`config.mk`:
```
export PLATFORM = sky130hd
export DESIGN_NAME = muldiv_sched
export DESIGN_NICKNAME = d
export VERILOG_FILES = /design/src/rtl/muldiv_sched.sv
export SDC_FILE = /design/constraint.sdc
export NUM_CORES = 1
export LEC_CHECK = 0
export CORE_MARGIN = 3
export CORE_UTILIZATION = 42
export CTS_BUF_LIST = sky130_fd_sc_hd__clkbuf_16
export DETAILED_ROUTE_END_ITERATION = 10
export PLACE_DENSITY = 0.85
export SYNTH_ARGS = -nofsm -noshare
export SYNTH_HDL_FRONTEND = slang
export SYNTH_SLANG_ARGS = --single-unit
export TNS_END_PERCENT = 50
```
`constraint.sdc`:
```
create_clock -name clk_i -period 2.2 [get_ports clk_i]
set_input_delay 0.33 -clock clk_i [delete_from_list [all_inputs] [get_ports clk_i]]
set_output_delay 0.33 -clock clk_i [all_outputs]
set_load 0.02 [all_outputs]
```
`src/rtl/muldiv_sched.sv`:
```
// muldiv_sched: runs one mult/div on the shared core, stalls the front end, then steals the regfile write port
module muldiv_sched #(
   parameter int TIMEOUT    = 40,
   parameter int MUL_STATUS = 4,
   parameter int DIV_STATUS = 5
) (
   input  logic        clk_i,
   input  logic        rst_ni,
   input  logic        issue_mul_i,
   input  logic        issue_div_i,
   input  logic [4:0]  issue_rd_i,
   output logic        core_ctrl_mult_o,
   output logic        core_ctrl_div_o,
   input  logic        core_ready_i,
   input  logic        core_exception_i,
   input  logic [31:0] core_result_i,
   output logic        stall_o,
   output logic        wb_steal_o,
   output logic [4:0]  wb_reg_o,
   output logic [31:0] wb_data_o,
   output logic        busy_o
);
   localparam int            CW      = $clog2(TIMEOUT + 1);
   localparam logic [CW-1:0] LAST    = CW'(TIMEOUT - 1);
   localparam logic [31:0]   MUL_ERR = 32'(MUL_STATUS);
   localparam logic [31:0]   DIV_ERR = 32'(DIV_STATUS);
   localparam logic [4:0]    RSTATUS = 5'd30;

   typedef enum logic [1:0] {IDLE, START, RUN, WB} state_e;

   state_e        state_q;
   logic [CW-1:0] cnt_q;
   logic          div_q;
   logic [4:0]    rd_q;
   logic          mul_pulse_q;
   logic          div_pulse_q;
   logic          wb_steal_q;
   logic [4:0]    wb_reg_q;
   logic [31:0]   wb_data_q;
   logic [31:0]   err_code;

   assign err_code = div_q ? DIV_ERR : MUL_ERR;

   // Sequencer: all outputs are registered and loaded on the transition into the state that owns them
   always_ff @(posedge clk_i or negedge rst_ni) begin
      if (!rst_ni) begin
         state_q     <= IDLE;
         cnt_q       <= '0;
         div_q       <= 1'b0;
         rd_q        <= '0;
         mul_pulse_q <= 1'b0;
         div_pulse_q <= 1'b0;
         wb_steal_q  <= 1'b0;
         wb_reg_q    <= '0;
         wb_data_q   <= '0;
      end else begin
         mul_pulse_q <= 1'b0;
         div_pulse_q <= 1'b0;
         wb_steal_q  <= 1'b0;
         wb_reg_q    <= '0;
         wb_data_q   <= '0;
         case (state_q)
            IDLE: if (issue_mul_i || issue_div_i) begin
               state_q     <= START;
               div_q       <= issue_div_i;
               rd_q        <= issue_rd_i;
               cnt_q       <= '0;
               mul_pulse_q <= !issue_div_i;
               div_pulse_q <= issue_div_i;
            end
            START: state_q <= RUN;
            RUN: begin
               cnt_q <= cnt_q + 1'b1;
               if (core_ready_i) begin
                  state_q    <= WB;
                  wb_steal_q <= core_exception_i || (rd_q != 5'd0);
                  wb_reg_q   <= core_exception_i ? RSTATUS : rd_q;
                  wb_data_q  <= core_exception_i ? err_code : core_result_i;
               end else if (cnt_q == LAST) begin
                  state_q    <= WB;
                  wb_steal_q <= 1'b1;
                  wb_reg_q   <= RSTATUS;
                  wb_data_q  <= err_code;
               end
            end
            default: state_q <= IDLE;
         endcase
      end
   end

   assign core_ctrl_mult_o = mul_pulse_q;
   assign core_ctrl_div_o  = div_pulse_q;
   assign wb_steal_o       = wb_steal_q;
   assign wb_reg_o         = wb_reg_q;
   assign wb_data_o        = wb_data_q;
   assign busy_o           = state_q != IDLE;
   assign stall_o          = issue_mul_i | issue_div_i | busy_o;
endmodule

```
Yosys cells after proc, flatten, opt, wreduce, memory -nomap -nowiden
Cells that the tools add are included.
Widths: inputs -> output; s select.
{"block": "totals", "ff_bits": 54, "input_bits": 43, "output_inout_bits": 42, "elab_cells": 49}
{"block": "classes", "addsub": 1, "eq_ne": 5, "n_mux": 22, "n_bitwise": 2, "reduce_logical": 10}
{"cell": "$mux 32", "count": 3}
{"cell": "$mux 5", "count": 4}
{"cell": "$pmux 6 s2", "count": 1}
{"cell": "$mux 1", "count": 8}
{"cell": "$add 6x1->6 const B", "count": 1}
{"cell": "$eq 6x6->1 const B", "count": 1}
{"cell": "$mux 2", "count": 3}
{"cell": "$mux 6", "count": 1}
{"cell": "$pmux 2 s3", "count": 1}
{"cell": "$reduce_and 2->1", "count": 3}
{"cell": "$reduce_bool 5->1", "count": 1}
{"cell": "$reduce_bool 2->1", "count": 2}
{"cell": "$mux 3", "count": 1}
{"cell": "$ne 3x3->1 const B", "count": 1}
{"cell": "$eq 2x1->1 const B", "count": 1}
{"cell": "$eq 2x2->1 const B", "count": 1}
{"cell": "$logic_not 2->1", "count": 1}
{"cell": "$logic_or 1x1->1", "count": 2}
{"cell": "$ne 2x2->1 const B", "count": 1}
{"cell": "$or 1x1->1", "count": 2}
{"cell": "$logic_not 1->1", "count": 1}

Logic depth before layout (Yosys ltp)
{"block": "depth", "ltp_word": 4, "depth_mapped": 6, "mapped_depth_nobuf": 6}

Worst setup path after synthesis
OpenSTA, ideal clock, no wires.
{"block": "synth_timing", "kind": "register to output", "from": "register state_q[0]", "to": "output stall_o", "arrival_time_ns": 1.277, "slack_ns": 0.593, "stages_incl_launch_ff": 5, "n_path_buf": 0, "cell_sequence": "dfrtp_1 inv_1 ha_1 nor3b_4 inv_1"}
{"block": "synth_between", "elab_chain_len": 2}
{"item": "from (decl)", "line_no": "31", "source": "state_e state_q;"}
{"item": "from (signal assigned)", "line_no": "47", "source": "state_q <= IDLE;"}
{"item": "from (signal assigned)", "line_no": "64", "source": "state_q <= START;"}
{"item": "from (signal assigned)", "line_no": "71", "source": "START: state_q <= RUN;"}
{"item": "$reduce_bool 2->1", "line_no": "96", "source": "assign busy_o = state_q != IDLE;"}
{"item": "$or 1x1->1", "line_no": "97", "source": "assign stall_o = issue_mul_i | issue_div_i | busy_o;"}
{"item": "to (decl)", "line_no": "17", "source": "output logic stall_o,"}
No other way between the ends.

Worst setup path in the final report
Ends and elaborated chain as after synthesis.

==> key figures <==
Setup path
  – CP max FO: 7
  – CP Buf/Inv Count: 3
  – Crit path DAT: 1670 ps
  – Crit Path Category: register to output pin
  – CP Data Required Time: 1870 ps
  – CP Launch Type: register
  – Ordered cell list for the critical path: inv_1 -> ha_2 -> nor3b_4 -> inv_1 -> dlygate4sd2_1
  – Cell with the largest stage delay on the worst path: dfrtp_1
  – CP top delay family: buffers and inverters
  – Most used cell, CP: inv_1
  – Worst setup EP type: output pin
  – Biggest cell delay along the critical path: 400 ps

STA
  – Final setup viols: 0
  – Worst-margin pin slew: 603 ps
  – Setup WS post-layout: 205 ps
  – RSZ-0062 raised after global routing: no
  – Hold slack: 50.1 ps
  – Clk_skew: 4.77 ps
  – Final slew viol count: 0
  – Crit share post-route: 90.7%
  – Max frequency: 0.501 GHz
  – Setup TNS Final: 0 ps
  – Max_slew headroom: 59.8%
  – Fin crit period: 2000 ps
  – Fin. Hold Viols: 0

Cells and area
  – Fin cells: 301
  – Antenna diodes: 0
  – Area Growth Syn to Fin: 54.0%
  – Final instance area: 3100 um^2
  – Most common cell after layout, fill and taps aside: clkdlybuf4s50_1
  – Final #Nets: 295
  – Commonest non-fill, non-tap cells in the layout: clkdlybuf4s50_1 (82), dfrtp_1 (54), and2_1 (31)
  – Layout cell share with drive strength beyond 1: 9.64%

Floorplan
  – Top Ports: 85
  – Rows: 24
  – Die Y: 75.2 um
  – Die area: 5650 um^2
  – Die W: 75.2 um
  – Core area: 4470 um^2
  – Initial core utilization: 44.9%

Status
  – Status: finished clean

Flow run
  – Max Cap Viol: 0

Route
  – Wirelength per Cell: 13.1 um
  – Via density: 4.70
  – DR iter-0 viols: 59
  – Routed wire length: 3.94 mm
  – DRC: 0
  – Top Metal Used: met4
  – Vias post-DR: 1416
  – Metal2 WL: 2.01 mm
  – Met1 WL: 1.44 mm
  – Metal3 WL: 434 um
  – DRT Pass-1 Iters: 5
  – Antenna viol nets, final: 0

Placement
  – Post-detail-place hpwl: 3.05 mm
  – Buffers on Ports: 84
  – Pre-CTS setup slack: 166 ps
  – Area after DPL: 2950 um^2
  – Final GP Congestion: 0.840
  – Cells after DPL: 293

Logic synthesis
  – Syn Inst Count: 157
  – Flops & latches, synth: 54
  – Syn avg cell area: 12.8 um^2
  – Synthesized area: 2010 um^2
  – Main synth FF type: dfrtp_1
  – Post-synth EDFFs: 0
  – Post-Syn Nets: 204
  – Sequential cell area fraction in the yosys report: 67.2%
  – Syn. warnings: 0
  – Synth cell types: 27
  – Ys async rst share: 100%

Clock tree
  – Clk sinks: 54
  – Htree depth: 2
  – Setup Buffers After CTS: 0
  – Clock root cell: clkbuf_16
  – Post_cts resized: 2
  – CTS Buf Count: 5
  – Clk pin slew, worst setup/hold paths: 70 ps
  – Clock tree from TritonCTS: done
  – Clk_lat worst skew: 280 ps
  – Max Root-Sink Buffers: 2
  – Hold_buf cts: 0

Global routing
  – Total gr overflow: 0
  – GRT Overall Usage: 15.6%
  – Pin count of the biggest net entering global routing: 29
  – Initial antenna violation count: 0
  – Number of global-route vias before repair: 1435
  – First-pass GRT wire length: 6.43 mm

Power
  – Peak supply drop: 0.423 mV
  – Pwr/cell area: 972 nW/um^2
  – Leakage: 1.40 nW

Min path
  – Worst hold path class: input pin to async pin
## registers in the layout (all words and copies together), names as in the netlist
signal	count
core_ctrl_mult_o	1
state_q	2
div_q	1
wb_data_o	32
core_ctrl_div_o	1
rd_q	5
cnt_q	6
wb_steal_o	1
wb_reg_o	5
## metal layers
layer / global-route usage (%) / vias up
li1: - / 684
met1: 15.5 / 664
met2: 27.3 / 61
met3: 9.08 / 7
met4: 5.05 / 0
met5: 0 / -
## metrics by stage
stage | util, % | power [mW]
2_1_floorplan | - | 1.85
3_3_place_gp | 66.0 | 2.28
3_5_place_dp | 66.0 | 2.30
4_1_cts | 69.2 | 3.04
5_1_grt | 69.2 | 3.20
6_report | 69.2 | 3.01
## final timing paths
kind	end	start	cells past startpoint	slack, ps
max	stall_o	state_q[0]	5	200
min	wb_data_o[7]	rst_ni	1	50
max reg2reg	cnt_q[5]	state_q[0]	7	540
min reg2reg	div_q	div_q	1	480
max in group asynchronous	state_q[0]	rst_ni	2	1590
min in group clk_i	div_q	div_q	1	480
## final cells by class
| class | count | area (um^2) |
|---|---|---|
| flip-flops and latches | 54 | 1350 |
| well taps | 52 | 65.1 |
| clock buffers | 5 | 125 |
| multi-input cells | 94 | 631 |
| fillers | 322 | 1380 |
| inverters | 5 | 18.8 |
| clock inverters | 3 | 16.3 |
| repair buffers | 88 | 890 |
## synthesized netlist by cell type, types with 2 or more instances
master	number	area share (%)
ha_1	4	2.5
nor3_1	3	0.75
clkbuf_1	4	0.75
mux2_2	5	2.8
inv_1	5	0.93
nand3_1	4	1.0
and2_1	31	9.6
xnor2_1	4	1.7
mux2i_1	2	1.0
nand2_1	3	0.56
nor2_1	21	3.9
dfrtp_1	54	67
nand2b_1	2	0.62
o21ai_0	2	0.50
## power breakdown
group	switching, mW	internal, mW
logic	0.489	0.493
registers	0.107	1.19
clock network	0.314	0.415
## logic make-up (layout without fill, tap and decap cells)
family                   Yosys count  count (layout)  share of synthesized area, %
AO/OA/AOI/OAI                      9               9                          3.42
XOR/XNOR                           4               4                          1.74
adder cells (fa/ha/maj)            4               4                          2.49
buffers and inverters              9             101                          1.68
flip-flops                        54              54                          67.2
multiplexers                       8               8                          4.36
AND/OR/NAND/NOR                   69              69                          19.1
(Power assumes the default switching activity.)
